[config.mk]
export PLATFORM = sky130hd
export DESIGN_NAME = wave_phase_gen
export DESIGN_NICKNAME = d
export VERILOG_FILES = /design/src/rtl/wave_phase_gen.sv
export SDC_FILE = /design/constraint.sdc
export NUM_CORES = 1
export LEC_CHECK = 0
export BUFFER_PORTS_ARGS = -buffer_cell sky130_fd_sc_hd__clkbuf_2
export CORE_MARGIN = 3
export CORE_UTILIZATION = 29
export CTS_CLUSTER_DIAMETER = 50
export DETAILED_ROUTE_END_ITERATION = 7
export GPL_ROUTABILITY_DRIVEN = 0
export SETUP_SLACK_MARGIN = 0.2
export SLEW_MARGIN = 25
export SYNTH_ARGS = -nofsm -noshare
export SYNTH_HDL_FRONTEND = slang
export SYNTH_SLANG_ARGS = --single-unit
[constraint.sdc]
create_clock -name clk -period 7.8 [get_ports clk]
set_clock_uncertainty 0.1 [all_clocks]
set_input_delay 0.78 -clock clk [delete_from_list [all_inputs] [get_ports clk]]
set_output_delay 0.78 -clock clk [all_outputs]
set_load 0.02 [all_outputs]
[src/rtl/wave_phase_gen.sv]
// DDS phase accumulator driving saw/square/triangle samples aligned with a sine BRAM lookup.
// Latency: tick in cycle n -> all four samples and sample_valid in cycle n+2+RD_LAT; one sample per tick.
// Backpressure: none on the sample path; ftw_ready stays low while an accepted tuning word awaits its first tick.
module wave_phase_gen #(
   parameter int PHASE_W = 24,
   parameter int ADDR_W  = 8,
   parameter int RD_LAT  = 1,
   parameter int DIV     = 1
) (
   input  logic               clk,
   input  logic               rst,
   input  logic               enable,
   input  logic [PHASE_W-1:0] ftw_in,
   input  logic               ftw_valid,
   output logic               ftw_ready,
   input  logic [7:0]         duty,
   output logic [ADDR_W-1:0]  bram_addr,
   output logic               bram_en,
   input  logic [7:0]         bram_dout,
   output logic [7:0]         saw_out,
   output logic [7:0]         sq_out,
   output logic [7:0]         tri_out,
   output logic [7:0]         sin_out,
   output logic               sample_valid
);

   localparam int               CNT_W   = (DIV > 1) ? $clog2(DIV) : 1;
   localparam logic [CNT_W-1:0] CNT_MAX = CNT_W'(DIV - 1);

   typedef enum logic {FTW_IDLE, FTW_PENDING} ftw_state_t;

   ftw_state_t         state_q;
   ftw_state_t         state_d;
   logic               ftw_capture;
   logic               ftw_load;
   logic [PHASE_W-1:0] ftw_shadow;
   logic [PHASE_W-1:0] ftw_active;
   logic [PHASE_W-1:0] ftw_step;
   logic [PHASE_W-1:0] phase_q;
   logic [CNT_W-1:0]   div_cnt;
   logic               tick;
   logic [7:0]         duty_q;
   logic [7:0]         p;
   logic [7:0]         saw_c;
   logic [7:0]         sq_c;
   logic [7:0]         tri_c;
   logic [RD_LAT-1:0]  vld_pipe;
   logic [23:0]        wav_pipe [RD_LAT];

   assign tick      = enable && (div_cnt == CNT_MAX);
   assign bram_addr = phase_q[PHASE_W-1 -: ADDR_W];
   assign p         = phase_q[PHASE_W-1 -: 8];

   // Sample divider: free-runs 0..DIV-1 while enabled, freezes otherwise.
   always_ff @(posedge clk or negedge rst) begin
      if (!rst) begin
         div_cnt <= '0;
      end else if (enable) begin
         div_cnt <= (div_cnt == CNT_MAX) ? '0 : div_cnt + 1'b1;
      end
   end

   // Tuning-word handshake state register.
   always_ff @(posedge clk or negedge rst) begin
      if (!rst) begin
         state_q <= FTW_IDLE;
      end else begin
         state_q <= state_d;
      end
   end

   // Handshake next state: accept one word, then hold it until the next tick applies it.
   always_comb begin
      state_d     = state_q;
      ftw_ready   = 1'b0;
      ftw_capture = 1'b0;
      ftw_load    = 1'b0;
      case (state_q)
         FTW_IDLE: begin
            ftw_ready = 1'b1;
            if (ftw_valid) begin
               ftw_capture = 1'b1;
               state_d     = FTW_PENDING;
            end
         end
         FTW_PENDING: begin
            if (tick) begin
               ftw_load = 1'b1;
               state_d  = FTW_IDLE;
            end
         end
         default: state_d = FTW_IDLE;
      endcase
   end

   // The tick that retires a pending word already steps by it, so the change is phase-continuous.
   assign ftw_step = ftw_load ? ftw_shadow : ftw_active;

   // Shadow/active tuning words, phase accumulator, duty snapshot and BRAM read strobe.
   always_ff @(posedge clk or negedge rst) begin
      if (!rst) begin
         ftw_shadow <= '0;
         ftw_active <= '0;
         phase_q    <= '0;
         duty_q     <= '0;
         bram_en    <= 1'b0;
      end else begin
         if (ftw_capture) ftw_shadow <= ftw_in;
         if (ftw_load)    ftw_active <= ftw_shadow;
         if (tick) begin
            phase_q <= phase_q + ftw_step;
            duty_q  <= duty;
         end
         bram_en <= tick;
      end
   end

   // Wave shaping from the updated phase; triangle folds the upper half back down.
   always_comb begin
      saw_c = p;
      sq_c  = (p < duty_q) ? 8'hFF : 8'h00;
      tri_c = p[7] ? {~p[6:0], 1'b0} : {p[6:0], 1'b0};
   end

   // Delay line matching the BRAM read latency so all four samples land together.
   always_ff @(posedge clk or negedge rst) begin
      if (!rst) begin
         vld_pipe <= '0;
         for (int i = 0; i < RD_LAT; i++) wav_pipe[i] <= '0;
      end else begin
         vld_pipe[0] <= bram_en;
         wav_pipe[0] <= {saw_c, sq_c, tri_c};
         for (int i = 1; i < RD_LAT; i++) begin
            vld_pipe[i] <= vld_pipe[i-1];
            wav_pipe[i] <= wav_pipe[i-1];
         end
      end
   end

   // Output register: loads only on a completed sample, holds otherwise.
   always_ff @(posedge clk or negedge rst) begin
      if (!rst) begin
         saw_out      <= '0;
         sq_out       <= '0;
         tri_out      <= '0;
         sin_out      <= '0;
         sample_valid <= 1'b0;
      end else begin
         sample_valid <= vld_pipe[RD_LAT-1];
         if (vld_pipe[RD_LAT-1]) begin
            {saw_out, sq_out, tri_out} <= wav_pipe[RD_LAT-1];
            sin_out <= bram_dout;
         end
      end
   end

endmodule

Yosys cells after proc, flatten, opt, wreduce, memory -nomap -nowiden. Index checks and enable logic that the tools add are counted.

Register bits after elaboration: 141. Output and inout port bits: 43. Logic and storage cells: 32.

$add $sub $neg: 2. $lt $le $gt $ge: 1. Multiplexer cells: 11. Bitwise gates (word level): 3. Reductions and logical operators: 1.

Operators with widths (number): adder 24 bit (1); 2-to-1 mux 24 bit (1); 2-to-1 mux 8 bit (2); less-than comparator 8 bit (1); 2-to-1 mux 1 bit (7); inverter 7 bit (1); inverter 1 bit (2); one-hot mux 1 bit (2 select lines) (1); adder 1 bit (second input constant) (1); logical AND 1 bit (1).

Logic depth before layout (Yosys ltp). Gate-level depths: netlist of the first run.

Word-level depth: 6. Gate-level depth with buffers: 13. Mapped depth without buffers: 11.

Worst setup path before layout of the first run. No wires, ideal clock.

Path kind: input port to flip-flop. From: in enable. To: reg phase_q[22]. Setup time: 0.146 ns. Data arrival time: 3.369 ns. Slack: 4.185 ns. Stages on the path: 13. Path through: buf_2 > nand2_1 > clkbuf_1 > mux2_2 > ha_1 > inv_1 > fa_1 > nand2b_1 > a211oi_2 > o2111ai_2 > a21oi_1 > mux2i_1 > o311ai_0.

Cells in the longest elaborated chain, start to end: 5.

RTL lines: from (decl) (line 12) `input logic enable,`; logical AND 1 bit (line 50) `assign tick = enable && (div_cnt == CNT_MAX);`; 2-to-1 mux 1 bit (line 87) `if (tick) begin`; 2-to-1 mux 1 bit (line 78) `case (state_q)`; 2-to-1 mux 24 bit; via ftw_step[0] (line 38) `logic [PHASE_W-1:0] ftw_step;`; adder 24 bit (line 111) `phase_q <= phase_q + ftw_step;`; to (signal assigned) (line 111); to (decl) (line 39) `logic [PHASE_W-1:0] phase_q;`.

The timed path passes the listed nets, and every way through them passes these cells. A chain may end at the register's enable or synchronous reset.

Worst setup path in the final report of the first run. Ends and elaborated chain as after synthesis.

==> impl_summary.txt, run 1 <==
----------------------------------------------------
[STA]
  Slew at the pin closest to its max-slew limit ... about 970 ps
  Final Hold Vio Count ... 0
  Total of endpoints with negative setup slack in the final report ... 0
  Unrepaired setup endpoints after global routing ... false
  Maximum operating frequency ... ~250 MHz
  Pins over their slew limit ... 0
  Crit path time final ... about 3900 ps
  Worst-case headroom to the max-slew limit ... roughly a third
  Period utilisation layout ... between 50% and 60%
  Setup TNS ... 0 ps

[Route]
  Average detailed-routed wire length per instance ... around 15 µm
  Total vias in the final route ... 3994
  Routed WL ... roughly 13 mm
  Number of nets with antenna violations after detailed routing ... 0
  First-iteration detailed-routing DRC count ... between 200 and 300
  DRC Markers ... 0
  DR vias/cell ... roughly 4.7
  Number of iterations in the first detailed-routing pass ... 4

[Cells and area]
  Layout area overhead ... 19.2%
  Flip-flop and latch area ... 3100 µm²
  Number of standard cells in the final layout excluding fillers ... ~850
  Total number of nets in the final design ... roughly 650
  Multi-input combinational cell area ... between 2000 and 3000 µm²
  Number of fillers in the final layout ... 2021
  Total inserted antenna cells ... 0
  Layout cells sized above 1 ... between 30 and 40%

[Placement]
  HPWL after DPL ... just over 9 mm
  Buffers added on ports ... 85
  Placed Instances ... 820

[Global route]
  Overall routing resource usage ... a little under an eighth
  First-pass GRT wire length ... 20.8 mm
  Number of antenna violations at the first check in global routing ... 0
  GRT overflow ... 0
  Via count of the first global-routing pass ... about 4000
  Largest net degree at the start of global routing ... 73

[Synthesis]
  Flip-flop and latch count after synthesis ... about 120
  Async set-reset flop share out of synthesis ... 100%
  Post-synthesis instance area ... about 6000 µm²
  Yosys cell types ... 58
  Cell types with the largest area share after synthesis ... sky130_fd_sc_hd__dfrtp_1 52%, sky130_fd_sc_hd__mux2_2 16%, sky130_fd_sc_hd__ha_1 6.4%
  Fraction of the yosys area taken by sequential cells ... around half
  Post-Synthesis Cells ... 497
  Net count after synthesis ... between 500 and 600
  Number of flops mapped to enable cells by yosys ... 0
  Yosys top cell area share ... approximately half
  Mean instance size in the synthesized netlist ... 12.1 µm²
  Post-synth top area cell ... sky130_fd_sc_hd__dfrtp_1
  Dominant synthesized flop cell ... sky130_fd_sc_hd__dfrtp_1
  Total number of yosys warnings ... 0

[Worst setup path]
  Worst reg2reg endpoint ... phase_q[22]$_DFFE_PN0P_
  Worst path required time ... between 7000 and 8000 ps
  Register-to-register setup slack ... between 4000 and 5000 ps
  Number of gates on the worst path with buffers counted ... 13
  Cells along the critical path ... clkbuf_2, buf_4, nand2_2, mux2_2, ha_1, inv_1, fa_1, nand2b_1, a211oi_2, o2111ai_2, a21oi_1, mux2i_1, o311ai_0
  Critical path capture point ... phase_q[22]$_DFFE_PN0P_
  Category of the worst setup path launch point ... input port
  Number of cells traversed by the worst register-to-register path ... 11
  Worst Path Class, Setup ... in2reg
  Worst setup path startpoint ... enable
  WP data arrival ... approximately 4000 ps
  Category of the worst setup path capture point ... register
  Crit path buffers/inverters ... 3
  Largest fanout on the critical path ... 45
  CP top delay family ... compound AO/OA/AOI/OAI gates
  Maximum cell stage delay along the critical path ... between 400 and 500 ps
  Start of the worst register-to-register path ... state_q$_DFF_PN0_
  Slowest stage cell, crit path ... sky130_fd_sc_hd__nand2_2

[Pwr]
  Internal power component ... between 2000 and 2500 µW
  Share of power burned in registers ... between 30% and 40%
  Switching portion of total power ... 39.1%
  Sw power ... around 1300 µW
  Leakage Power ... 0.00324 µW
  Share of total power in combinational logic ... between 40% and 50%
  Clock network fraction of design power ... between 20% and 30%
  Pwr per Cell Area ... approximately 460 nW/µm²
  Max IR drop VDD ... 0.170 mV

[Clock network]
  Clock Tree Root ... sky130_fd_sc_hd__clkbuf_16
  TritonCTS buffer count ... 17
  CTS hold repair buffers ... 0
  Number of H-tree branching levels ... 4
  Clock input transition at the sequential cells of the worst setup and hold paths ... 60 ps
  Cts repair resizes ... 0
  Buffers inserted by post-CTS timing repair ... 0
  Number of sinks handled by clock tree synthesis ... between 100 and 150
  CTS max path bufs ... 2
  TritonCTS clock tree ... done
  Clk Latency, worst-skew pair ... 420 ps

[Floorplan]
  Die Span X ... about 150 µm
  Count of pins on the block boundary ... 87
  Vertical extent of the die ... 150 µm
  Std-Cell Core Area ... just over 20000 µm²
  Area of the die ... ~23000 µm²
  Starting Density ... around 30%
  Number of placement rows ... 52

[Min path]
  Min-delay worst type ... in2async

[Outcome]
  Outcome ... finished, final reports clean

[Run]
  Max-capacitance violation count ... 0

----------------------------------------------------
[through the flow]
stage	setup WS (ps)	hold slack [ps]	total power, µW	instance area, µm²	utilization (%)
3_5_place_dp	3030	272	2570	6610	32.5
5_1_grt	3620	303	3560	7180	35.4
2_1_floorplan	4190	252	2240	6020	-
3_3_place_gp	3130	280	2530	6610	32.5
6_report	3860	288	3310	7180	35.4
4_1_cts	3450	298	3350	7180	35.3
[state kept, by name, indices dropped and copies added, names as in the netlist]
name	count
saw_out	8
sample_valid	1
state_q	1
bram_en	1
tri_out	7
ftw_active	24
sq_out	1
wav_pipe	16
phase_q	24
duty_q	8
vld_pipe	1
sin_out	8
ftw_shadow	24
[power by group through the flow]
stage / Combinational [µW] / Clock, µW / Sequential (µW)
floorplan: 1190 / 0 / 1050
global placement: 1480 / 0 / 1050
detailed placement: 1510 / 0 / 1060
CTS: 1520 / 770 / 1050
global route: 1690 / 795 / 1080
finish: 1510 / 747 / 1050
[synthesized netlist by cell type (5+ instances only)]
library cell	count
sky130_fd_sc_hd__dfrtp_1	124
sky130_fd_sc_hd__mux2_2	85
sky130_fd_sc_hd__ha_1	31
sky130_fd_sc_hd__nand2_1	31
sky130_fd_sc_hd__a21oi_1	27
sky130_fd_sc_hd__buf_4	16
sky130_fd_sc_hd__nor2_1	15
sky130_fd_sc_hd__inv_1	13
sky130_fd_sc_hd__o21ai_0	13
sky130_fd_sc_hd__a21o_1	11
sky130_fd_sc_hd__clkbuf_1	11
sky130_fd_sc_hd__xor2_1	11
sky130_fd_sc_hd__xnor2_1	10
sky130_fd_sc_hd__nor3_1	8
sky130_fd_sc_hd__o21a_1	7
sky130_fd_sc_hd__o21ai_1	7
sky130_fd_sc_hd__buf_2	5
sky130_fd_sc_hd__nand3_1	5
[placed cells by master, fill, tap and decap left out, types with 3 or more instances in the layout]
cell                         synthesis  routed
sky130_fd_sc_hd__nor2_1             15      15
sky130_fd_sc_hd__o21ai_0            13      13
sky130_fd_sc_hd__mux2_2             85      85
sky130_fd_sc_hd__mux2i_1             3       3
sky130_fd_sc_hd__dfrtp_1           124     124
sky130_fd_sc_hd__a21oi_1            27      27
sky130_fd_sc_hd__o21ai_1             7       7
sky130_fd_sc_hd__xnor2_1            10      10
sky130_fd_sc_hd__o211ai_1            3       3
sky130_fd_sc_hd__nand4_1             4       4
sky130_fd_sc_hd__clkinv_4            0       3
sky130_fd_sc_hd__o21a_1              7       7
sky130_fd_sc_hd__nor3_1              8       8
sky130_fd_sc_hd__clkbuf_2            0      84
sky130_fd_sc_hd__clkinvlp_4          0       3
sky130_fd_sc_hd__nand2b_1            3       3
sky130_fd_sc_hd__and4_1              4       4
sky130_fd_sc_hd__a21o_1             11      11
sky130_fd_sc_hd__a211oi_1            3       3
sky130_fd_sc_hd__nand2_1            31      30
sky130_fd_sc_hd__buf_4              16       4
sky130_fd_sc_hd__nor2b_1             4       3
sky130_fd_sc_hd__nand3_1             5       5
sky130_fd_sc_hd__or3_1               3       3
sky130_fd_sc_hd__and3_1              3       3
sky130_fd_sc_hd__ha_1               31      31
sky130_fd_sc_hd__clkbuf_16           0      17
sky130_fd_sc_hd__inv_1              13      13
sky130_fd_sc_hd__clkinv_2            0       4
sky130_fd_sc_hd__xor2_1             11      11
[per-layer routing]
layer | vias to the layer above | wire length [µm] | GRT usage, %
met5 | - | 0 | 0
met4 | 0 | 177 | 4.53
met3 | 14 | 667 | 3.79
met2 | 92 | 6060 | 19.7
met1 | 1967 | 5700 | 14.3
li1 | 1921 | - | -
[layout make-up]
class	instances	share of cell area, %
Sequential cell	124	43.2
Multi-Input combinational cell	324	37.1
Clock buffer	19	6.31
Timing Repair Buffer	88	6.28
Tap cell	270	4.71
Clock inverter	13	1.62
Inverter	14	0.732
[worst reg2reg max path, delay by kind of cell, from the launching register on]
| kind | cells | cell delay [ps] |
|---|---|---|
| AND/OR/NAND/NOR | 2 | 690 |
| flip-flops | 1 | 430 |
| multiplexers | 2 | 490 |
| AO/OA/AOI/OAI | 4 | 860 |
| buffers and inverters | 1 | 70 |
| adder cells (fa/ha/maj) | 2 | 590 |
[worst min-delay path by stage]
stage,end,cells past startpoint,from,slack (ps)
after CTS,wav_pipe[15]$_DFF_PN0_,1,rst,300
final,sin_out[5]$_DFFE_PN0P_,1,rst,290
after floorplan,sample_valid$_DFF_PN0_,0,vld_pipe$_DFF_PN0_,250
after global routing,vld_pipe$_DFF_PN0_,0,bram_en$_DFF_PN0_,300
after detailed placement,vld_pipe$_DFF_PN0_,0,bram_en$_DFF_PN0_,270
after global placement,vld_pipe$_DFF_PN0_,0,bram_en$_DFF_PN0_,280
[cells by family after synthesis]
kind of cell    Yosys count  synth area share [%]
fa+ha+maj                32                  6.77
buf+inv                  49                  4.28
xor+xnor                 21                  3.05
simple gates             86                  7.11
flops                   124                  51.5
mux                      88                  16.4
compound gates           96                  10.8
other cells               1                0.0623
(Power assumes the default switching activity.)
==> run 2: changes to the inputs <==
ABC_AREA = 1   (was not set)
clock period = 4.1 ns   (was 7.8 ns; I/O delays follow)
==> run 2 against run 1 <==
- clock power rose by 110%
- hold slack worse by 170 ps
- global-route usage rose by 0.32 points
- sequential cell count unchanged
- synthesized area is 6.8% higher
- register-to-register slack got worse by 3200 ps
- synthesized cell count up 39%
- largest cell class unchanged
==> impl_summary.txt, run 2 <==
----------------------------------------------------
[Synthesis]
  Mean instance size in the synthesized netlist ... 9.29 µm²
  Net count after synthesis ... around 770
  Dominant synthesized flop cell ... sky130_fd_sc_hd__dfrtp_1
  Total number of yosys warnings ... 0
  Post-Synthesis Cells ... slightly below 700
  Cell types with the highest counts after synthesis ... 193 x sky130_fd_sc_hd__nand2_1, 124 x sky130_fd_sc_hd__dfrtp_1, 97 x sky130_fd_sc_hd__inv_1, 69 x sky130_fd_sc_hd__mux2_2, 33 x sky130_fd_sc_hd__nand3_1
  Library cell with the highest instance count after synthesis ... sky130_fd_sc_hd__nand2_1
  Number of flops mapped to enable cells by yosys ... 0
  Async set-reset flop share out of synthesis ... 100%
  Fraction of the yosys area taken by sequential cells ... between 40% and 50%
  Yosys top cell area share ... roughly half
  Post-synth top area cell ... sky130_fd_sc_hd__dfrtp_1
  Cell types with the largest area share after synthesis ... sky130_fd_sc_hd__dfrtp_1 48%, sky130_fd_sc_hd__mux2_2 12%, sky130_fd_sc_hd__nand2_1 11%
  Yosys cell types ... 30
  Post-synthesis instance area ... roughly 6400 µm²
  Flip-flop and latch count after synthesis ... roughly 120

[Route]
  Number of iterations in the first detailed-routing pass ... 4
  Number of nets with antenna violations after detailed routing ... 0
  Total vias in the final route ... around 4600
  Routed WL ... between 10 and 15 mm
  DRC Markers ... 0
  First-iteration detailed-routing DRC count ... between 200 and 250
  DR vias/cell ... between 4 and 5
  Average detailed-routed wire length per instance ... 13.1 µm

[Cells and area]
  Total inserted antenna cells ... 0
  Post-layout util ... between 30 and 40%
  Commonest non-fill, non-tap cells in the layout ... 193 x sky130_fd_sc_hd__nand2_1, 124 x sky130_fd_sc_hd__dfrtp_1, 96 x sky130_fd_sc_hd__inv_1
  Leading registers by flop count ... ftw_active x24, ftw_shadow x24, phase_q x24
  Layout cells sized above 1 ... 26.9%
  Most frequent standard cell in the layout excluding fill and tap cells ... sky130_fd_sc_hd__nand2_1
  Layout area overhead ... 19.2%
  Total number of nets in the final design ... approximately 840

[Floorplan]
  Starting Density ... between 30% and 40%
  Area of the die ... roughly 24000 µm²
  Std-Cell Core Area ... about 21000 µm²
  Die Span X ... between 150 and 200 µm
  Count of pins on the block boundary ... 87
  Vertical extent of the die ... roughly 150 µm
  Number of placement rows ... 53

[Min path]
  Worst hold path endpoint ... duty_q[2]$_DFFE_PN0P_
  Min-delay worst type ... in2reg
  Start point of the worst min-delay path ... duty[2]
  Hold Crit Depth ... 3

[Global route]
  Number of antenna violations at the first check in global routing ... 0
  First-pass GRT wire length ... roughly 23 mm
  GRT overflow ... 0
  Largest net degree at the start of global routing ... 66
  Overall routing resource usage ... about an eighth
  Via count of the first global-routing pass ... between 4000 and 5000

[Clock network]
  Number of sinks handled by clock tree synthesis ... ~120
  CTS max path bufs ... 2
  TritonCTS buffer count ... 17
  TritonCTS clock tree ... done
  Buffers inserted by post-CTS timing repair ... 0
  Clock Tree Root ... sky130_fd_sc_hd__clkbuf_16
  Clock input transition at the sequential cells of the worst setup and hold paths ... ~60 ps
  Clk Latency, worst-skew pair ... approximately 420 ps
  Number of H-tree branching levels ... 4

[Worst setup path]
  Largest fanout on the critical path ... 25
  Number of cells traversed by the worst register-to-register path ... 12
  Worst Path Class, Setup ... reg2reg
  WP data arrival ... between 3000 and 4000 ps
  Register-to-register setup slack ... 1250 ps
  Worst path required time ... roughly 4300 ps
  Start of the worst register-to-register path ... state_q$_DFF_PN0_
  Category of the worst setup path launch point ... register
  Category of the worst setup path capture point ... register
  Worst reg2reg endpoint ... phase_q[15]$_DFFE_PN0P_

[Pwr]
  Max IR drop VDD ... roughly 0.26 mV
  Leakage Power ... 0.00394 µW
  Pwr per Cell Area ... about 860 nW/µm²

[STA]
  Crit path time final ... 2850 ps
  Period utilisation layout ... a little over two thirds
  Final Worst Setup Slack ... around 1300 ps
  Total of endpoints with negative setup slack in the final report ... 0
  Worst-case hold slack ... 117 ps
  Setup TNS ... 0 ps
  Worst-case headroom to the max-slew limit ... approximately a third
  Unrepaired setup endpoints after global routing ... false
  Final Hold Vio Count ... 0
  Pins over their slew limit ... 0
  Maximum operating frequency ... 351 MHz
  Slew at the pin closest to its max-slew limit ... 975 ps

[Placement]
  HPWL after DPL ... between 10 and 15 mm
  Buffers added on ports ... 85
  Worst-case setup slack after placement ... approximately 1100 ps

[Run]
  Max-capacitance violation count ... 0

[Outcome]
  Outcome ... finished, final reports clean

----------------------------------------------------
[run 2: cell count changes in the layout (fill, tap and decap cells not counted), sizes merged, moves of 5 or more]
cell / previous run / this run
a211oi: 5 / 0
a21o: 11 / 0
a21oi: 28 / 20
clkinv: 8 / 1
inv: 15 / 106
mux2: 85 / 69
nand2: 31 / 203
nand3: 5 / 36
nand3b: 1 / 6
nor2: 16 / 24
nor3: 8 / 3
o21a: 7 / 1
[run 2: cell type report]
cell class / instances / area, µm²
fillers: 2189 / 13800
clock inverters: 15 / 198
multi-input cells: 440 / 2760
repair buffers: 88 / 465
flip-flops and latches: 124 / 3100
clock buffers: 17 / 425
inverters: 97 / 364
well taps: 275 / 344
[run 2: report_power, final]
part / internal [µW] / leakage, µW / switching [µW]
registers: 1680 / 0.00147 / 297
logic: 1170 / 0.00217 / 1890
clock network: 978 / 0.000300 / 602
total: 3820 / 0.00394 / 2790
[run 2: worst max path at each step]
stage | start | to | slack (ps) | depth (start not counted)
floorplan | enable | phase_q[16]$_DFFE_PN0P_ | 1550 | 17
global placement | enable | phase_q[18]$_DFFE_PN0P_ | 1070 | 13
detailed placement | enable | phase_q[15]$_DFFE_PN0P_ | 1090 | 13
CTS | state_q$_DFF_PN0_ | phase_q[15]$_DFFE_PN0P_ | 1210 | 12
global route | state_q$_DFF_PN0_ | phase_q[12]$_DFFE_PN0P_ | 930 | 15
finish | state_q$_DFF_PN0_ | phase_q[15]$_DFFE_PN0P_ | 1250 | 12
[run 2: logic make-up after synthesis]
group,synth area share (%)
AOI/OAI and AO/OA,3.62
xor gates and xnor gates,2.18
adders and majority gates,6.34
buffers and inverters,8.76
DFF,48.3
muxes,12.1
other,0.0583
and+or+nand+nor,18.7
[run 2: metrics by stage]
step	cell area [µm²]	total power, µW	std cells
floorplan	6430	4340	692
finish	7660	6620	1056
global route	7660	7220	1056
CTS	7660	6690	1056
global placement	7030	5020	1023
detailed placement	7030	5070	1023
[run 2: worst max-delay path, stage by stage, from the launching register on]
cell                      delay, ps
sky130_fd_sc_hd__dfrtp_1        410
sky130_fd_sc_hd__nand2_2        490
sky130_fd_sc_hd__mux2_2         430
sky130_fd_sc_hd__ha_1           360
sky130_fd_sc_hd__nand2_2        120
sky130_fd_sc_hd__nor2_1         180
sky130_fd_sc_hd__nand2_1         90
sky130_fd_sc_hd__nand2_2        150
sky130_fd_sc_hd__nand3_1        150
sky130_fd_sc_hd__nand2_1         90
sky130_fd_sc_hd__nand2_1         50
sky130_fd_sc_hd__nand3_1         70
sky130_fd_sc_hd__nand2_1         50
[run 2: what timing repair did]
item	in CTS	in global routing
endpoints found under the hold margin	7	0
gates resized for setup	0	0
hold buffers	1	0
[run 2: metal layers]
metal	share of wire [%]	GRT usage [%]	vias up	wire (µm)
met1	49	16.5	2124	6770
met2	45	19.2	105	6220
met4	0.68	2.52	0	94
met3	5.8	3.92	7	799
li1	-	-	2341	-
met5	0	0	-	0
